[src/rtl/vga_scan_gen.sv]
// VGA raster generator: pixel/line counters, registered syncs and colour, frame-rate delt animation.
// Define VGA_DELT_BOUNCE_EN to make delt bounce between 0 and DELT_MAX instead of wrapping to 0.
module vga_scan_gen #(
  parameter int   H_VIS     = 800,
  parameter int   H_FP      = 40,
  parameter int   H_SYNC    = 128,
  parameter int   H_BP      = 88,
  parameter int   V_VIS     = 600,
  parameter int   V_FP      = 1,
  parameter int   V_SYNC    = 4,
  parameter int   V_BP      = 23,
  parameter logic SYNC_POL  = 1'b1,
  parameter int   DELT_STEP = 2,
  parameter int   DELT_MAX  = 200
) (
  input  logic        clk,
  input  logic        rst,
  input  logic        en,
  input  logic        hit,
  input  logic [8:0]  fg_color,
  input  logic [8:0]  bg_color,
  output logic [10:0] x,
  output logic [10:0] y,
  output logic [10:0] delt,
  output logic        hsync,
  output logic        vsync,
  output logic [2:0]  r,
  output logic [2:0]  g,
  output logic [2:0]  b,
  output logic        frame_tick
);

  localparam int          H_TOTAL = H_VIS + H_FP + H_SYNC + H_BP;
  localparam int          V_TOTAL = V_VIS + V_FP + V_SYNC + V_BP;
  localparam logic [10:0] H_LAST  = 11'(H_TOTAL - 1);
  localparam logic [10:0] V_LAST  = 11'(V_TOTAL - 1);
  localparam logic [10:0] H_VIS_C = 11'(H_VIS);
  localparam logic [10:0] V_VIS_C = 11'(V_VIS);
  localparam logic [10:0] HS_BEG  = 11'(H_VIS + H_FP);
  localparam logic [10:0] HS_END  = 11'(H_VIS + H_FP + H_SYNC);
  localparam logic [10:0] VS_BEG  = 11'(V_VIS + V_FP);
  localparam logic [10:0] VS_END  = 11'(V_VIS + V_FP + V_SYNC);
  localparam logic [11:0] STEP12  = 12'(DELT_STEP);
  localparam logic [11:0] MAX12   = 12'(DELT_MAX);
`ifdef VGA_DELT_BOUNCE_EN
  localparam logic [10:0] STEP11  = 11'(DELT_STEP);
  localparam logic [10:0] MAX11   = 11'(DELT_MAX);
`endif

  logic [10:0] r_x;
  logic [10:0] r_y;
  logic [10:0] r_delt;
  logic        w_x_last;
  logic        w_y_last;
  logic        w_active;
  logic        w_hs_on;
  logic        w_vs_on;
  logic [11:0] w_delt_up;
  logic [10:0] w_delt_nxt;
  logic [8:0]  r_rgb_p1;
  logic        r_hsync_p1;
  logic        r_vsync_p1;
`ifdef VGA_DELT_BOUNCE_EN
  logic        r_dir_down;
  logic        w_dir_down_nxt;
`endif

  // Stage 0: decode from the live counters
  assign w_x_last = (r_x == H_LAST);
  assign w_y_last = (r_y == V_LAST);
  assign w_active = (r_x < H_VIS_C) && (r_y < V_VIS_C);
  assign w_hs_on  = (r_x >= HS_BEG) && (r_x < HS_END);
  assign w_vs_on  = (r_y >= VS_BEG) && (r_y < VS_END);

  // 12-bit sum keeps the overflow compare honest near the top of the 11-bit range
  always_comb begin
    w_delt_up  = {1'b0, r_delt} + STEP12;
    w_delt_nxt = r_delt;
`ifdef VGA_DELT_BOUNCE_EN
    w_dir_down_nxt = r_dir_down;
    if (r_dir_down) begin
      if ({1'b0, r_delt} < STEP12) begin
        w_delt_nxt     = '0;
        w_dir_down_nxt = 1'b0;
      end else begin
        w_delt_nxt = r_delt - STEP11;
      end
    end else if (w_delt_up > MAX12) begin
      w_delt_nxt     = MAX11;
      w_dir_down_nxt = 1'b1;
    end else begin
      w_delt_nxt = w_delt_up[10:0];
    end
`else
    if (w_delt_up > MAX12) begin
      w_delt_nxt = '0;
    end else begin
      w_delt_nxt = w_delt_up[10:0];
    end
`endif
  end

  always_ff @(posedge clk) begin
    if (rst) begin
      r_x    <= '0;
      r_y    <= '0;
      r_delt <= '0;
`ifdef VGA_DELT_BOUNCE_EN
      r_dir_down <= 1'b0;
`endif
    end else begin
      r_x <= w_x_last ? 11'd0 : r_x + 11'd1;
      if (w_x_last) begin
        r_y <= w_y_last ? 11'd0 : r_y + 11'd1;
      end
      if (frame_tick && en) begin
        r_delt <= w_delt_nxt;
`ifdef VGA_DELT_BOUNCE_EN
        r_dir_down <= w_dir_down_nxt;
`endif
      end
    end
  end

  // Stage 1: colour and syncs registered together from the same x/y
  always_ff @(posedge clk) begin
    if (rst) begin
      r_rgb_p1   <= '0;
      r_hsync_p1 <= ~SYNC_POL;
      r_vsync_p1 <= ~SYNC_POL;
    end else begin
      r_rgb_p1   <= (w_active && en) ? (hit ? fg_color : bg_color) : 9'd0;
      r_hsync_p1 <= w_hs_on ? SYNC_POL : ~SYNC_POL;
      r_vsync_p1 <= w_vs_on ? SYNC_POL : ~SYNC_POL;
    end
  end

  assign x          = r_x;
  assign y          = r_y;
  assign delt       = r_delt;
  assign frame_tick = w_x_last && w_y_last;
  assign hsync      = r_hsync_p1;
  assign vsync      = r_vsync_p1;
  assign r          = r_rgb_p1[8:6];
  assign g          = r_rgb_p1[5:3];
  assign b          = r_rgb_p1[2:0];

endmodule

[config.mk]
export PLATFORM = sky130hd
export DESIGN_NAME = vga_scan_gen
export DESIGN_NICKNAME = d
export VERILOG_FILES = /design/src/rtl/vga_scan_gen.sv
export SDC_FILE = /design/constraint.sdc
export NUM_CORES = 1
export LEC_CHECK = 0
export CELL_PAD_IN_SITES_DETAIL_PLACEMENT = 2
export CELL_PAD_IN_SITES_GLOBAL_PLACEMENT = 2
export CORE_ASPECT_RATIO = 1.4
export CORE_MARGIN = 1
export CORE_UTILIZATION = 24
export DETAILED_ROUTE_END_ITERATION = 7
export PLACE_DENSITY = 0.87
export SYNTH_ARGS = -nofsm -noshare
export SYNTH_HDL_FRONTEND = slang
export SYNTH_SLANG_ARGS = --single-unit
[constraint.sdc]
create_clock -name clk -period 2.4 [get_ports clk]
set_input_delay 0.36 -clock clk [delete_from_list [all_inputs] [get_ports clk]]
set_output_delay 0.36 -clock clk [all_outputs]
set_load 0.1 [all_outputs]
# ---- After elaboration in Yosys (flattened, before gate mapping)
# Index checks and enable logic that the tools add are counted.
dict set report word_totals {
  ff_bits 44
  input_bits 22
  output_inout_bits 45
}
dict set report classes {
  addsub 3
  magnitude_cmp 7
  n_eq_ne 2
  muxes 5
  n_bitwise 1
  n_reduce_logical 8
}
# op n
set ops {}
lappend ops {{11-bit by 10-bit less-than comparator with 1-bit output, second input constant} 4}
lappend ops {{11-bit by 1-bit adder with 11-bit output, second input constant} 2}
lappend ops {{11-bit by 10-bit greater-or-equal comparator with 1-bit output, second input constant} 2}
lappend ops {{11-bit two-way mux} 2}
lappend ops {{11-bit by 2-bit adder with 12-bit output, second input constant} 1}
lappend ops {{12-bit by 8-bit greater-than comparator with 1-bit output, second input constant} 1}
lappend ops {{11-bit by 10-bit == test with 1-bit output, second input constant} 1}
lappend ops {{11-bit == test, second input constant} 1}
lappend ops {{9-bit two-way mux} 1}
lappend ops {{1-bit logical AND} 6}
lappend ops {{2-bit OR reduction} 2}
lappend ops {{1-bit two-way mux} 2}
lappend ops {{1-bit NOT} 1}

# ---- Longest topological paths before layout
# Gate-level depths: netlist (run 1).
dict set report depth {
  depth_word 5
  depth_mapped 8
  depth_no_buf 7
}

# ---- Worst setup path after synthesis (run 1)
# Ideal clock, no wire load.
dict set report synth_path {
  kind {register to register}
  start {reg r_x[0] (netlist: x[0])}
  end {reg r_y[1] (netlist: y[1])}
  setup_time_ps 145
  arrival_time_ps 4660
  setup_slack_ps -2405
  stages_incl_launch_ff 8
  path_buffers 1
  path_cell_list {dfxtp_1 > ha_1 > nand4_1 > or3_1 > nor3_1 > or2_2 > clkbuf_1 > a211oi_1}
}
dict set report synth_via {
  elab_chain_cells 1
}
# item line
set synth_lines {}
lappend synth_lines {{start, declared} 50} ;# logic [10:0] r_x;
lappend synth_lines {{start signal, assigned} 112} ;# r_x <= w_x_last ? 11'd0 : r_x + 11'd1;
lappend synth_lines {{11-bit == test} 69} ;# assign w_x_last = (r_x == H_LAST);
lappend synth_lines {{end signal, assigned} 114} ;# r_y <= w_y_last ? 11'd0 : r_y + 11'd1;
lappend synth_lines {{end, declared} 51} ;# logic [10:0] r_y;
# No other way between the ends.
# A chain may end at the register's enable or synchronous reset.

# ---- Worst setup path after layout (run 1)
dict set report layout_path {
  start {reg r_x[9] (netlist: x[9])}
  end {reg r_delt[3] (netlist: delt[3])}
}
dict set report layout_via {
  elab_chain_cells 3
}
# item line
set layout_lines {}
lappend layout_lines {{11-bit == test} 69}
lappend layout_lines {{1-bit logical AND} 141} ;# assign frame_tick = w_x_last && w_y_last;
lappend layout_lines {{1-bit logical AND} 116} ;# if (frame_tick && en) begin
lappend layout_lines {{end signal, assigned} 117} ;# r_delt <= w_delt_nxt;
lappend layout_lines {{end, declared} 52} ;# logic [10:0] r_delt;
# No other way between the ends.

==> reports/metrics.cfg, run 1 <==
[logic_synthesis]
synth-seq-area-share_pct=41.27
syn_area_um2=2086
ys_types=45
synth_seq_cells=43
synthFlopType=dfxtp_1
ys_warn_count=0
synthCells=241
synth_edf_count=0
async_reset_ff_share_pct=0
syn_nets=268
syn_area_per_cell_um2=8.655

[timing]
min_period_ps=2280
hold_viol_final=0
fmaxAchievable_mhz=438.5
tightest_slew_ps=540.1
slew_viol_final=0
finClkSkew_ps=1.959
period_share_pct=95.01
holdWs_ps=460.4
relSlewSlack_pct=63.88
fin_ws_ps=119.7
rsz0062_at_grt=no
setup_viol=0
setup-tns-final_ps=0

[worst_setup_path]
end_kind=flip-flop
worstPathArrival_ps=2500
crit_required_ps=2620
cp-start-kind=flip-flop
cpPeakStageDelay_ps=480
critical_path.max_fanout=6
critPathSlowestCell=or4_4
crit_chain=or3b_1, or3_4, or4_4, a2111oi_4, nand3b_1, nand3_1
critPathKind=reg2reg

[grt]
grt_max_degree=16
antenna_found_initial=0
grt_pass1_wl_mm=10.74
overflow=0
first_global_vias=2125
globalRouteTotalUtil_pct=15.25

[placement]
place_inst=403
place_area_um2=2912
dp_slack_ps=-61.13
place_congestion=0.7395
io_buffers=65
dpl.hpwl_mm=4.796

[die]
rows=39
io_pins=67
die_h_um=112.3
dieWidth_um=80.79
die-area_um2=9073
start_util_pct=25.14
coreArea_um2=8295

[clock_tree]
numCtsBuffers=5
cts_tree=built
clkSlewWorstSetupHoldPaths_ps=60
clockBufferDepth=2
clock_sinks=43
clockRootBuffer=clkbuf_16
hold_buffers=0
cts.repair.resized=0
cts_setup_buffers=0
clk_latency_ps=280
cts_max_level=2

[detailed_routing]
detail_route.first_pass.iterations=4
ant_nets=0
wirelength_mm=6.423
drc=0
vias_per_cell=4.985
wl_per_cell_um=15.63
vias=2049
drtIter0Drc=39

[power_and_ir_drop]
max-vdd-ir-drop_v=0.0003235
total_leakage_power_nw=1.279
p_total_mw=1.797
power_density_nw_per_um2=579.2

[status]
status=complete, no violations

[final_layout]
syn2layout_area_growth_pct=48.77
final_core_util_pct=37.41
stdcell_area_um2=3103
nets=335
antenna_cells=0
final_cell_count_no_fill=411
layout-drive-gt1-share_pct=32.69

[flow_run]
drv_cap=0

[hold_path]
worstHoldPathType=reg2reg

-- where the power goes --
| group | leakage [nW] | internal, mW | switching (mW) |
|---|---|---|---|
| registers | 0.365 | 0.714 | 0.00920 |
| logic | 0.823 | 0.0649 | 0.132 |
| clock network | 0.0911 | 0.597 | 0.280 |
-- layout by cell type, fill, tap and decap left out, types with 3 or more instances in the layout --
cell type / n
o21ai_0: 4
nor2_1: 36
mux2i_1: 10
inv_1: 6
nand3b_1: 3
xor2_1: 14
nand2_1: 20
and3_1: 3
clkbuf_16: 5
nand3_1: 14
dfxtp_1: 16
xnor2_1: 4
ha_4: 3
nand4_1: 7
dfxtp_4: 12
or3_1: 5
and2_1: 5
dfxtp_2: 15
buf_4: 49
a31oi_1: 5
nor3_1: 4
clkdlybuf4s50_1: 21
or2_2: 3
a21oi_1: 6
-- cell type report --
| type | count | area, um^2 |
|---|---|---|
| Clock inverter | 2 | 60.06 |
| Fill cell | 932 | 5192 |
| Clock buffer | 6 | 128.9 |
| Timing Repair Buffer | 71 | 598.1 |
| Multi-Input combinational cell | 181 | 1241 |
| Tap cell | 102 | 127.6 |
| Sequential cell | 43 | 924.6 |
| Inverter | 6 | 22.52 |
-- worst paths after layout --
path	from	to	slack (ps)	cells after the start
setup reg to reg	x[9]	delt[3]	120	6
hold / removal	x[0]	x[0]	460	1
setup / recovery	x[9]	delt[3]	120	6
hold reg to reg	x[0]	x[0]	460	1
-- cell usage after synthesis, types with 2 or more instances --
master / count / area, um^2
and2_1: 5 / 31.28
nand4_1: 7 / 43.79
and4b_1: 2 / 20.02
or2_2: 4 / 25.02
clkbuf_1: 7 / 26.28
nand2_1: 20 / 75.07
xor2_1: 14 / 122.6
nor2_1: 37 / 138.9
and3_1: 3 / 18.77
nor3_1: 5 / 25.02
a211oi_1: 3 / 22.52
mux2i_1: 10 / 100.1
a211o_1: 2 / 17.52
or3_1: 6 / 37.54
o21ai_0: 4 / 20.02
a311oi_1: 2 / 17.52
ha_1: 5 / 62.56
dfxtp_1: 43 / 860.8
inv_1: 6 / 22.52
xnor2_1: 4 / 35.03
nor4_1: 2 / 12.51
a31oi_1: 5 / 31.28
buf_2: 2 / 10.01
nand3b_1: 3 / 22.52
nand3_1: 14 / 70.07
a21oi_1: 6 / 30.03
or4_1: 2 / 15.01
-- per-layer routing --
metal | global-route usage [%] | part of all wire (%) | vias to the layer above
met5 | 0 | 0 | -
met4 | 4.405 | 0.79 | 0
met3 | 3.252 | 4.6 | 4
met2 | 27.85 | 55 | 45
met1 | 17.33 | 40 | 1026
li1 | - | - | 974
-- worst max-delay path: cells and delay by family (launching register included) --
kind               cells  cell delay (ps)
AOI/OAI and AO/OA      1              360
DFF                    1              360
and+or+nand+nor        5             1490
-- registers in the layout, summed over array words and instances, names as in the netlist --
name      flops
y            11
vsync         1
r_rgb_p1      9
x            11
delt         10
hsync         1
-- cell families after synthesis --
group	count (synthesis)	synth area share, %
adder cells (fa/ha/maj)	5	2.999
AO/OA/AOI/OAI	28	10.02
flip-flops	43	41.27
other	1	0.1798
XOR/XNOR	18	7.558
buffers and inverters	17	3.359
multiplexers	10	4.799
AND/OR/NAND/NOR	119	29.81
Note: power is estimated with default switching activity, not from simulation.
==> run 2, diff against run 1 <==
--- a/config.mk
+++ b/config.mk
@@ -11,6 +11,7 @@
 export CORE_MARGIN = 1
 export CORE_UTILIZATION = 24
 export DETAILED_ROUTE_END_ITERATION = 7
+export GPL_ROUTABILITY_DRIVEN = 1
 export PLACE_DENSITY = 0.87
 export SYNTH_ARGS = -nofsm -noshare
 export SYNTH_HDL_FRONTEND = slang
==> results of run 2 <==
No change in the layout: final DEF, timing and power equal those of run 1.
